### src/rtl/piso_tx.sv
// piso_tx: parallel-in/serial-out transmitter with valid/ready load and sof/eof framing.
// Optional even-parity trailer bit enabled by defining PISO_TX_PARITY_EN.
module piso_tx #(
  parameter int WIDTH = 8,
  parameter bit MSB_FIRST = 1'b1
) (
  input  logic             clk,
  input  logic             rst,
  input  logic [WIDTH-1:0] din,
  input  logic             load_valid,
  output logic             load_ready,
  output logic             sout,
  output logic             sout_valid,
  output logic             sof,
  output logic             eof,
  output logic             busy
);
  localparam int CW = $clog2(WIDTH);
  localparam logic [CW-1:0] LAST = CW'(WIDTH - 1);
  typedef enum logic [1:0] {
    IDLE,
    SHIFT
`ifdef PISO_TX_PARITY_EN
    , PAR
`endif
  } state_t;
  state_t state, state_n;
  logic [CW-1:0] cnt, cnt_n;
  logic [WIDTH-1:0] sr, sr_n;
  logic sout_n, valid_n, sof_n, eof_n;
  logic last, accept;
`ifdef PISO_TX_PARITY_EN
  logic par;
  assign load_ready = state != SHIFT;
`else
  assign load_ready = state == IDLE || last;
`endif
  assign last = cnt == LAST;
  assign accept = load_valid && load_ready;
  always_ff @(posedge clk) begin
    if (rst) begin
      state <= IDLE;
      cnt <= '0;
      sr <= '0;
      sout <= 1'b0;
      sout_valid <= 1'b0;
      sof <= 1'b0;
      eof <= 1'b0;
      busy <= 1'b0;
    end else begin
      state <= state_n;
      cnt <= cnt_n;
      sr <= sr_n;
      sout <= sout_n;
      sout_valid <= valid_n;
      sof <= sof_n;
      eof <= eof_n;
      busy <= state_n != IDLE;
    end
  end
`ifdef PISO_TX_PARITY_EN
  always_ff @(posedge clk) begin
    if (rst) par <= 1'b0;
    else if (accept) par <= ^din;
  end
`endif
  // The register holds the word rotated so the next bit to send sits one below the end.
  always_comb begin
    state_n = IDLE;
    cnt_n = cnt;
    sr_n = sr;
    sout_n = 1'b0;
    valid_n = 1'b0;
    sof_n = 1'b0;
    eof_n = 1'b0;
    if (accept) begin
      state_n = SHIFT;
      cnt_n = '0;
      sr_n = din;
      sout_n = MSB_FIRST ? din[WIDTH-1] : din[0];
      valid_n = 1'b1;
      sof_n = 1'b1;
    end else if (state == SHIFT && !last) begin
      state_n = SHIFT;
      cnt_n = cnt + 1'b1;
      sr_n = MSB_FIRST ? {sr[WIDTH-2:0], sr[WIDTH-1]} : {sr[0], sr[WIDTH-1:1]};
      sout_n = MSB_FIRST ? sr[WIDTH-2] : sr[1];
      valid_n = 1'b1;
`ifndef PISO_TX_PARITY_EN
      eof_n = cnt_n == LAST;
`endif
    end
`ifdef PISO_TX_PARITY_EN
    else if (state == SHIFT) begin
      state_n = PAR;
      sout_n = par;
      valid_n = 1'b1;
      eof_n = 1'b1;
    end
`endif
  end
endmodule
### config.mk
export PLATFORM = sky130hd
export DESIGN_NAME = piso_tx
export DESIGN_NICKNAME = d
export VERILOG_FILES = /design/src/rtl/piso_tx.sv
export SDC_FILE = /design/constraint.sdc
export NUM_CORES = 1
export LEC_CHECK = 0
export CORE_MARGIN = 3
export CORE_UTILIZATION = 47
export DETAILED_ROUTE_END_ITERATION = 8
export DONT_BUFFER_PORTS = 1
export GPL_TIMING_DRIVEN = 0
export PLACE_DENSITY = 0.72
export SETUP_SLACK_MARGIN = 0.2
export SLEW_MARGIN = 20
export SYNTH_ARGS = -nofsm -noshare
export SYNTH_HDL_FRONTEND = slang
export SYNTH_SLANG_ARGS = --single-unit
### constraint.sdc
create_clock -name clk -period 1.63 [get_ports clk]
set_input_delay 0.2445 -clock clk [delete_from_list [all_inputs] [get_ports clk]]
set_output_delay 0.2445 -clock clk [all_outputs]
set_load 0.01 [all_outputs]
==> impl_results.md, run 1 <==
- Final Cell Area: 881 um2
- Critical path type: reg -> out
- Slew of the pin with the lowest slew margin: 0.248 ns
- Final Hold Viols: 0
- # fillers: between 100 and 150
- Setup violators final: 0
- Area growth, synth to finish: 20.8%
- Synth Register Bits: 15
- Seq/Total Area, Yosys: 0.412
- WHS: 0.0230 ns
- Arr. time, crit path: 1.31 ns
- RSZ-0062 raised after global routing: yes
- Netlist cell types: 23
- Largest net degree at the start of global routing: 11
- Placement Cell Area: 748 um2
- Clk pin slew, worst setup/hold paths: 0.09 ns
- Routed len/inst: 14.8 um
- Max Root-Sink Buffers: 2
- Die outline area: 2060 um2
- Routed wl met2: approximately 700 um
- CP top delay family: flip-flops
- GR Util All Layers: 0.161
- Crit path launch type: register
- Synthesized area: 729 um2
- Critical path's slowest cell: dfxtp_2
- Residual DRC count: 0
- Comb power frac: 0.185
- Top cell type by total area after synthesis: dfxtp_1
- Status: completed
- GPL Wtd Cong: a little over 0.7
- Yosys synthesis warning count: 0
- Chip height: about 45 um
- Worst path max stage delay: 0.35 ns
- CTS tree: done
- Initial Util: 0.528
- Post-route ant nets: 0
- First-pass GRT wire length: 2290 um
- Worst Skew: slightly above 0.001 ns
- Core Region: 1380 um2
- Multi-input logic area: 390 um2
- IO Port Bufs: 0
- Skew-Pair Late Insertion Delay: 0.28 ns
- Final net count: 92
- Number of max-cap violations: 0
- Die W: approximately 45 um
- Post-DP HPWL: 878 um
- Pwr Density: about 870 nW/um2
- Antenna violations before repair: 0
- P_leak: around 0.35 nW
- Clock Sink Count: 15
- Setup TNS: 0 ns
- Crit-path cells: ha_4 > ha_4 > nor2b_4 > buf_6 > inv_6 > buf_12
- NetSw: 0.201 mW
- Max-slew headroom: 0.835
- Layout cells sized above 1: 0.429
- TritonCTS Buffers: 3
- Total Wirelength: 1370 um
- WP buf/inv: 3
- Io pins: 17
- Maximum level of the CTS H-tree: 1
- Seq pwr share: 0.539
- Top sig layer: met4
- Most numerous cell on the critical path: ha_4
- Post-route met1 wirelength: 578 um
- Via-to-Cell Ratio: 5.71
- Syn Area/Cell: 10.6 um2
- Reg area: 303 um2
- Worst-path fanout max: 5
- Fin crit period: 1.55 ns
- Pint: 0.561 mW
- Syn Inst Count: between 60 and 70
- Most common cell after layout, fill and taps aside: dfxtp_1
- Antenna cells: 0
- Largest cells by area after synthesis: dfxtp_1 (41%), mux2i_1 (11%), a211oi_2 (10%)
- Final Power: 0.763 mW
- Fmax: 0.644 GHz
- Post-synth top area share: 0.412
- Crit end category: primary output
- Syn nets: 83
- Final period utilization: 0.952
- Rows: 13
- Most frequent cells in the layout: dfxtp_1 (13), mux2i_1 (8), a211oi_2 (6), nor2_2 (6)
- Vias in the first global route: 519
- CP required: 1.39 ns
- DR iter-0 viols: 10
- Clock share of power: 0.276
- GRT overflow: 0
- Pins over their slew limit: 0
- Sw frac: 0.264
- Routed vias: 525
- DR WL met3: 95 um
- Hold crit path type: in -> reg
- Maximum vdd drop: 0.502 mV
- Clk root buf: clkbuf_4
- Pre-antenna DRT Iters: 4
==> final timing paths <==
kind / from / end / slack [ns] / cells past startpoint
worst max-delay path: cnt[1] / load_ready / 0.08 / 6
worst min-delay path: rst / sr[2] / 0.02 / 1
worst max register to register: cnt[1] / sout / 0.15 / 9
worst min register to register: sr[0] / sr[1] / 0.51 / 2
==> flip-flops by register name (all words and copies together) (netlist names) <==
name   count
sof        1
cnt        3
eof        1
sout       1
state      1
sr         8
==> area by class of cell <==
class,count,share of cell area
Buffer,7,0.0881
Sequential cell,15,0.344
Timing Repair Buffer,4,0.0597
Tap cell,15,0.0213
Inverter,2,0.0142
Multi-Input combinational cell,45,0.443
Clock buffer,4,0.0298
==> logic make-up (layout without fill, tap and decap cells) <==
group | count (synthesis) | after routing | synth area share
and+or+nand+nor | 22 | 22 | 0.160
DFF | 15 | 15 | 0.412
AOI/OAI and AO/OA | 12 | 12 | 0.156
buffers and inverters | 9 | 17 | 0.111
muxes | 8 | 8 | 0.110
adders and majority gates | 3 | 3 | 0.0515
==> metal layers <==
metal,GRT usage,up-vias
li1,-,256
met1,0.184,249
met2,0.262,18
met3,0.0632,2
met4,0.0702,0
met5,0,-
==> power by group through the flow <==
stage          clock network [mW]  logic (mW)  registers, mW
5_1_grt                     0.239       0.155          0.414
3_3_place_gp                    0       0.111          0.415
2_1_floorplan                   0      0.0989          0.412
3_5_place_dp                    0       0.113          0.415
4_1_cts                     0.222       0.137          0.410
6_report                    0.211       0.141          0.411
==> synthesized netlist by cell type <==
master and count:
dfxtp_1 15, mux2i_1 8, nor2_1 8, a211oi_2 6, nand2_1 4, a21oi_1 3
buf_6 3, ha_1 3, a211oi_1 2, buf_4 2, nand3b_1 2, nor2_2 2
a21oi_2 1, buf_2 1, buf_8 1, inv_1 1, inv_6 1, nand2b_1 1
nand3_1 1, nor2b_4 1, nor3_1 1, nor3b_1 1, or3_1 1
==> timing repair <==
item | CTS | global route
hold buffers | 0 | 1
pin swaps | 2 | 0
gates resized for setup | 12 | 3
setup buffers | 2 | 0
endpoints found under the setup margin | 6 | 13
endpoints found under the hold margin | 0 | 2
gates cloned | 1 | 0
==> per-stage QoR <==
stage           util  worst slack, ns  std cells
2_1_floorplan      -            0.292         69
3_3_place_gp   0.541            0.216         84
3_5_place_dp   0.541            0.191         84
4_1_cts        0.624           0.0647         91
5_1_grt        0.637           0.0175         92
6_report       0.637           0.0783         92
Note: power is estimated with default switching activity, not from simulation.
==> inputs of run 2 (changes only) <==
CTS_BUF_LIST = sky130_fd_sc_hd__clkbuf_8   (was unset)
==> run 2 against run 1 <==
  * Final cell count is 2.2% lower
  * Via count is 3.0% lower
  * Register-to-register slack better by 0.06 ns
  * Critical endpoint unchanged
  * Routed wire length is 2.3% lower
  * Combinational power is 5% lower
  * Core utilization is 0.45 points lower
  * Count of clock-buffer cells in the layout is 1 lower
  * Highest routed layer unchanged
  * Worst setup slack better by 0.035 ns
  * First-iteration DRC count is 40% lower
  * Global-route usage stayed put
==> impl_results.md, run 2 (synthesized netlist as in run 1, its figures left out) <==
- Status: completed (unchanged)
- Crit end category: primary output (unchanged)
- Antenna violations before repair: 0 (unchanged)
- Die outline area: 2060 um2 (unchanged)
- Skew-Pair Late Insertion Delay: 0.25 ns (was 0.28 ns)
- Pre-antenna DRT Iters: 4 (unchanged)
- Clk root buf: clkbuf_8 (was clkbuf_4)
- Post-DP HPWL: 878 um (unchanged)
- Arr. time, crit path: 1.27 ns (was 1.31 ns)
- Residual DRC count: 0 (unchanged)
- Chip height: 45.4 um (unchanged)
- Fin crit period: 1.52 ns (was 1.55 ns)
- # hold bufs at CTS: 0 (unchanged)
- Setup slack, reg-to-reg: 0.21 ns (was 0.15 ns)
- Total Wirelength: 1330 um (was 1370 um)
- Hold Path End: sr[0] (was sr[2])
- Fmax: 0.659 GHz (was 0.644 GHz)
- CP required: 1.39 ns (about the same)
- Number of max-cap violations: 0 (unchanged)
- CTS tree: done (unchanged)
- Critical path type: reg -> out (unchanged)
- HP Start: rst (unchanged)
- Routed len/inst: 14.8 um (about the same)
- Routed vias: 509 (was 525)
- GRT overflow: 0 (unchanged)
- Final WS setup: 0.113 ns (was 0.0783 ns)
- Most common cell after layout, fill and taps aside: dfxtp_1 (unchanged)
- First-pass GRT wire length: 2220 um (was 2290 um)
- IO Port Bufs: 0 (unchanged)
- Setup violators final: 0 (unchanged)
- Pins over their slew limit: 0 (unchanged)
- Max FFs per register: 8 (unchanged)
- Worst-path fanout max: 5 (unchanged)
- Rows: 13 (unchanged)
- R2R Path End: cnt[0] (was sout)
- WHS: 0.0532 ns (was 0.0230 ns)
- Clock Sink Count: 15 (unchanged)
- Most flops, register: sr (unchanged)
- Pwr Density: 956 nW/um2 (was 866 nW/um2)
- Initial Util: 0.528 (unchanged)
- Crit path launch type: register (unchanged)
- Layout cells sized above 1: 0.373 (was 0.429)
- P_leak: 0.361 nW (was 0.349 nW)
- Post-route ant nets: 0 (unchanged)
- DR iter-0 viols: 6 (was 10)
- RSZ-0062 raised after global routing: yes (unchanged)
- Hold depth: 1 (unchanged)
- TritonCTS Buffers: 3 (unchanged)
- Worst r2r path cells: 7 (was 9)
- Setup TNS: 0 ns (unchanged)
- Dpl ws: 0.191 ns (unchanged)
- GPL Wtd Cong: 0.711 (unchanged)
- Maximum vdd drop: 0.832 mV (was 0.502 mV)
- Final Power: 0.836 mW (was 0.763 mW)
- Most frequent cells in the layout: dfxtp_1 (13), mux2i_1 (8), nor2_1 (8), a211oi_2 (6), nand2_1 (4) (was dfxtp_1 (13), mux2i_1 (8), a211oi_2 (6), nor2_2 (6))
- Final net count: 90 (was 92)
- Max Root-Sink Buffers: 2 (unchanged)
- Final Hold Viols: 0 (unchanged)
- Die W: 45.4 um (unchanged)
- Clk pin slew, worst setup/hold paths: 0.06 ns (was 0.09 ns)
- Top flop regs: sr (8), cnt (3) (unchanged)
- Slew of the pin with the lowest slew margin: 0.262 ns (was 0.248 ns)
- Largest net degree at the start of global routing: 11 (unchanged)
- Max-slew headroom: 0.825 (was 0.835)
- Via-to-Cell Ratio: 5.66 (was 5.71)
- R2R Path Start: cnt[1] (unchanged)
- GR Util All Layers: 0.161 (unchanged)
- Maximum level of the CTS H-tree: 1 (unchanged)
- Worst Skew: 0.00166 ns (was 0.00101 ns)
- Io pins: 17 (unchanged)
- Final period utilization: 0.931 (was 0.952)
- Vias in the first global route: 477 (was 519)
- Antenna cells: 0 (unchanged)
- Core Region: 1380 um2 (unchanged)
- Hold crit path type: in -> reg (unchanged)
- Area growth, synth to finish: 19.9% (was 20.8%)
run 2: cell types whose count changed in the layout (fill, tap and decap cells not counted), moves of 3 or more:
cell / before / now
nor2_1: 3 / 8
nor2_2: 6 / 2
clkbuf_4: 3 / 0
clkbuf_8: 0 / 3
run 2: routing by layer:
| metal | GRT usage | wire [um] |
|---|---|---|
| met2 | 0.231 | 620 |
| met5 | 0 | 0 |
| met3 | 0.0632 | 115 |
| met1 | 0.196 | 565 |
| met4 | 0.105 | 32 |
run 2: worst max path at each step:
stage,depth (start not counted),end,startpoint
after floorplan,8,sr[3],cnt[0]
after global placement,7,sr[2],cnt[1]
after detailed placement,7,sr[1],cnt[1]
after CTS,6,load_ready,cnt[1]
after global routing,6,load_ready,cnt[1]
final,6,load_ready,cnt[1]
run 2: what timing repair did:
| action | CTS | global route |
|---|---|---|
| setup endpoints to repair | 2 | 7 |
| setup buffers | 1 | 0 |
| resized for setup | 8 | 1 |
| endpoints found under the hold margin | 0 | 0 |
| cloned | 1 | 0 |
| pin swaps | 0 | 0 |
run 2: final cells by class:
class | count | area, um2
Timing Repair Buffer | 2 | 40.0
Tap cell | 15 | 18.8
Multi-Input combinational cell | 45 | 378
Clock buffer | 3 | 41.3
Fill cell | 112 | 508
Sequential cell | 15 | 303
Clock inverter | 1 | 3.75
Inverter | 2 | 12.5
Buffer | 7 | 77.6
run 2: critical path: stages, from the launching register on:
cell,delay (ns)
dfxtp_2,0.34
ha_4,0.16
ha_4,0.15
nor2b_4,0.10
buf_6,0.11
inv_6,0.04
buf_12,0.12
run 2: stage by stage:
| stage | std cells | instance area (um2) | util |
|---|---|---|---|
| after floorplan | 69 | 729 | - |
| after global placement | 84 | 748 | 0.541 |
| after detailed placement | 84 | 748 | 0.541 |
| after CTS | 90 | 870 | 0.629 |
| after global routing | 90 | 875 | 0.633 |
| final | 90 | 875 | 0.633 |
run 2: report_power, final:
group	total [mW]	switching (mW)	internal [mW]
Sequential	0.409	0.0169	0.392
Combinational	0.134	0.0610	0.0732
Clock	0.293	0.126	0.167
==> inputs of run 3 (changes only) <==
CELL_PAD_IN_SITES_DETAIL_PLACEMENT = 0   (was unset)
CELL_PAD_IN_SITES_GLOBAL_PLACEMENT = 1   (was unset)
PLACE_DENSITY = 0.87   (was 0.72)
==> run 3 against run 2 <==
  * Global-route usage is 0.79 points lower
  * Die area did not move
  * Non-clock buffer count rose by 3
  * Count of clock-buffer cells in the layout stayed put
  * Power up 3.0%
  * Combinational power up 22%
  * Critical endpoint unchanged
  * Largest cell class unchanged
  * Largest power group unchanged
  * Highest routed layer unchanged
==> impl_results.md, run 3 (synthesized netlist as in run 1, its figures left out) <==
- Most frequent cells in the layout: dfxtp_1 (13), mux2i_1 (8), a211oi_2 (7), nor2_4 (6), buf_4 (5) (was dfxtp_1 (13), mux2i_1 (8), nor2_1 (8), a211oi_2 (6), nand2_1 (4))
- Post-DP HPWL: 893 um (was 878 um)
- Worst r2r path cells: 9 (was 7)
- Arr. time, crit path: 1.25 ns (was 1.27 ns)
- M3 GR Usage: 0.0435 (was 0.0632)
- Die W: 45.4 um (unchanged)
- Pins over their slew limit: 0 (unchanged)
- First-pass GRT wire length: 2280 um (was 2220 um)
- Clock Sink Count: 15 (unchanged)
- Antenna violations before repair: 0 (unchanged)
- Top flop regs: sr (8), cnt (3) (unchanged)
- Via-to-Cell Ratio: 5.41 (was 5.66)
- Hold depth: 1 (unchanged)
- Total Wirelength: 1430 um (was 1330 um)
- Max FFs per register: 8 (unchanged)
- Clk pin slew, worst setup/hold paths: 0.06 ns (about the same)
- GR Util All Layers: 0.153 (was 0.161)
- Clk root buf: clkbuf_8 (unchanged)
- Post-route ant nets: 0 (unchanged)
- TritonCTS Buffers: 3 (unchanged)
- Vias in the first global route: 489 (was 477)
- Status: completed (unchanged)
- GRT overflow: 0 (unchanged)
- Maximum level of the CTS H-tree: 1 (unchanged)
- Max Root-Sink Buffers: 2 (unchanged)
- Dpl ws: 0.211 ns (was 0.191 ns)
- P_leak: 0.392 nW (was 0.361 nW)
- # hold bufs at CTS: 0 (unchanged)
- RSZ-0062 raised after global routing: yes (unchanged)
- Crit end category: primary output (unchanged)
- Chip height: 45.4 um (unchanged)
- Layout cells sized above 1: 0.487 (was 0.373)
- Most crowded layer after global routing: met2 (unchanged)
- Most common cell after layout, fill and taps aside: dfxtp_1 (unchanged)
- Final Hold Viols: 0 (unchanged)
- GPL Wtd Cong: 0.774 (was 0.711)
- Routed vias: 503 (was 509)
- IO Port Bufs: 0 (unchanged)
- Crit path launch type: register (unchanged)
- Pwr Density: 887 nW/um2 (was 956 nW/um2)
- Antenna cells: 0 (unchanged)
- DR iter-0 viols: 3 (was 6)
- GR Util met2: 0.214 (was 0.231)
- Final period utilization: 0.917 (was 0.931)
- Die outline area: 2060 um2 (unchanged)
- Rows: 13 (unchanged)
- Met1 GRT Util: 0.214 (was 0.196)
- Maximum vdd drop: 0.443 mV (was 0.832 mV)
- Routed len/inst: 15.4 um (was 14.8 um)
- Core Region: 1380 um2 (unchanged)
- Io pins: 17 (unchanged)
- Setup TNS: 0 ns (unchanged)
- Slew of the pin with the lowest slew margin: 0.260 ns (was 0.262 ns)
- Largest net degree at the start of global routing: 11 (unchanged)
- CTS tree: done (unchanged)
- Most flops, register: sr (unchanged)
- Skew-Pair Late Insertion Delay: 0.24 ns (was 0.25 ns)
- Fmax: 0.669 GHz (was 0.659 GHz)
- Residual DRC count: 0 (unchanged)
- Worst Skew: 0.00285 ns (was 0.00166 ns)
- Number of max-cap violations: 0 (unchanged)
- Fin crit period: 1.49 ns (was 1.52 ns)
- Pre-antenna DRT Iters: 2 (was 4)
- Area growth, synth to finish: 33.1% (was 19.9%)
- Hold crit path type: in -> reg (unchanged)
- CP required: 1.39 ns (about the same)
- Worst-path fanout max: 5 (unchanged)
- Initial Util: 0.528 (unchanged)
- Critical path type: reg -> out (unchanged)
- Setup violators final: 0 (unchanged)
- Max-slew headroom: 0.826 (was 0.825)
- Final WS setup: 0.135 ns (was 0.113 ns)
- Final net count: 93 (was 90)
[run 3: cell count changes in the layout (fill, tap and decap cells not counted), sizes merged]
cell    previous run  this run
buf                8        10
clkbuf             3         4
[run 3: metrics by stage]
step	hold WS (ns)	total power [mW]	utilization	cell area [um2]	instances
5_1_grt	0.0499	0.908	0.702	971	93
3_5_place_dp	0.313	0.529	0.541	748	84
4_1_cts	0.0531	0.842	0.640	885	92
2_1_floorplan	0.309	0.511	-	729	69
6_report	0.0594	0.861	0.702	971	93
3_3_place_gp	0.311	0.526	0.541	748	84
[run 3: metal layers]
| layer | vias to the layer above | routed length (um) |
|---|---|---|
| met4 | 0 | 10 |
| met5 | - | 0 |
| met2 | 9 | 762 |
| li1 | 254 | - |
| met1 | 238 | 598 |
| met3 | 2 | 61 |
[run 3: worst max-delay path, cell delays in order, from the launching register on]
cell	delay (ns)
dfxtp_2	0.33
ha_4	0.16
ha_4	0.15
nor2b_4	0.10
buf_6	0.11
inv_6	0.03
buf_12	0.12
[run 3: where the power goes]
group	internal, mW	leakage [nW]	switching [mW]
Sequential	0.392	0.125	0.0239
Clock	0.166	0.0269	0.116
Combinational	0.0918	0.240	0.0707
[run 3: final timing paths]
path	slack (ns)	startpoint	endpoint
hold / removal	0.06	rst	sr[2]
setup reg to reg	0.19	cnt[1]	sr[5]
setup / recovery	0.14	cnt[1]	load_ready
hold reg to reg	0.51	sr[0]	sr[1]
[run 3: repair_timing]
action	4_1_cts	5_1_grt
setup endpoints to repair	2	13
buffers inserted	3	0
pin swaps	1	2
cloned	1	1
resized for setup	8	15
endpoints found under the hold margin	0	0
[run 3: area by class of cell]
class                   count  area, um2
fillers                   102        412
clock buffers               3       41.3
flip-flops and latches     15        303
inverters                   2       12.5
clock inverters             1       3.75
plain buffers               7       82.6
repair buffers              5       80.1
multi-input cells          45        429
well taps                  15       18.8
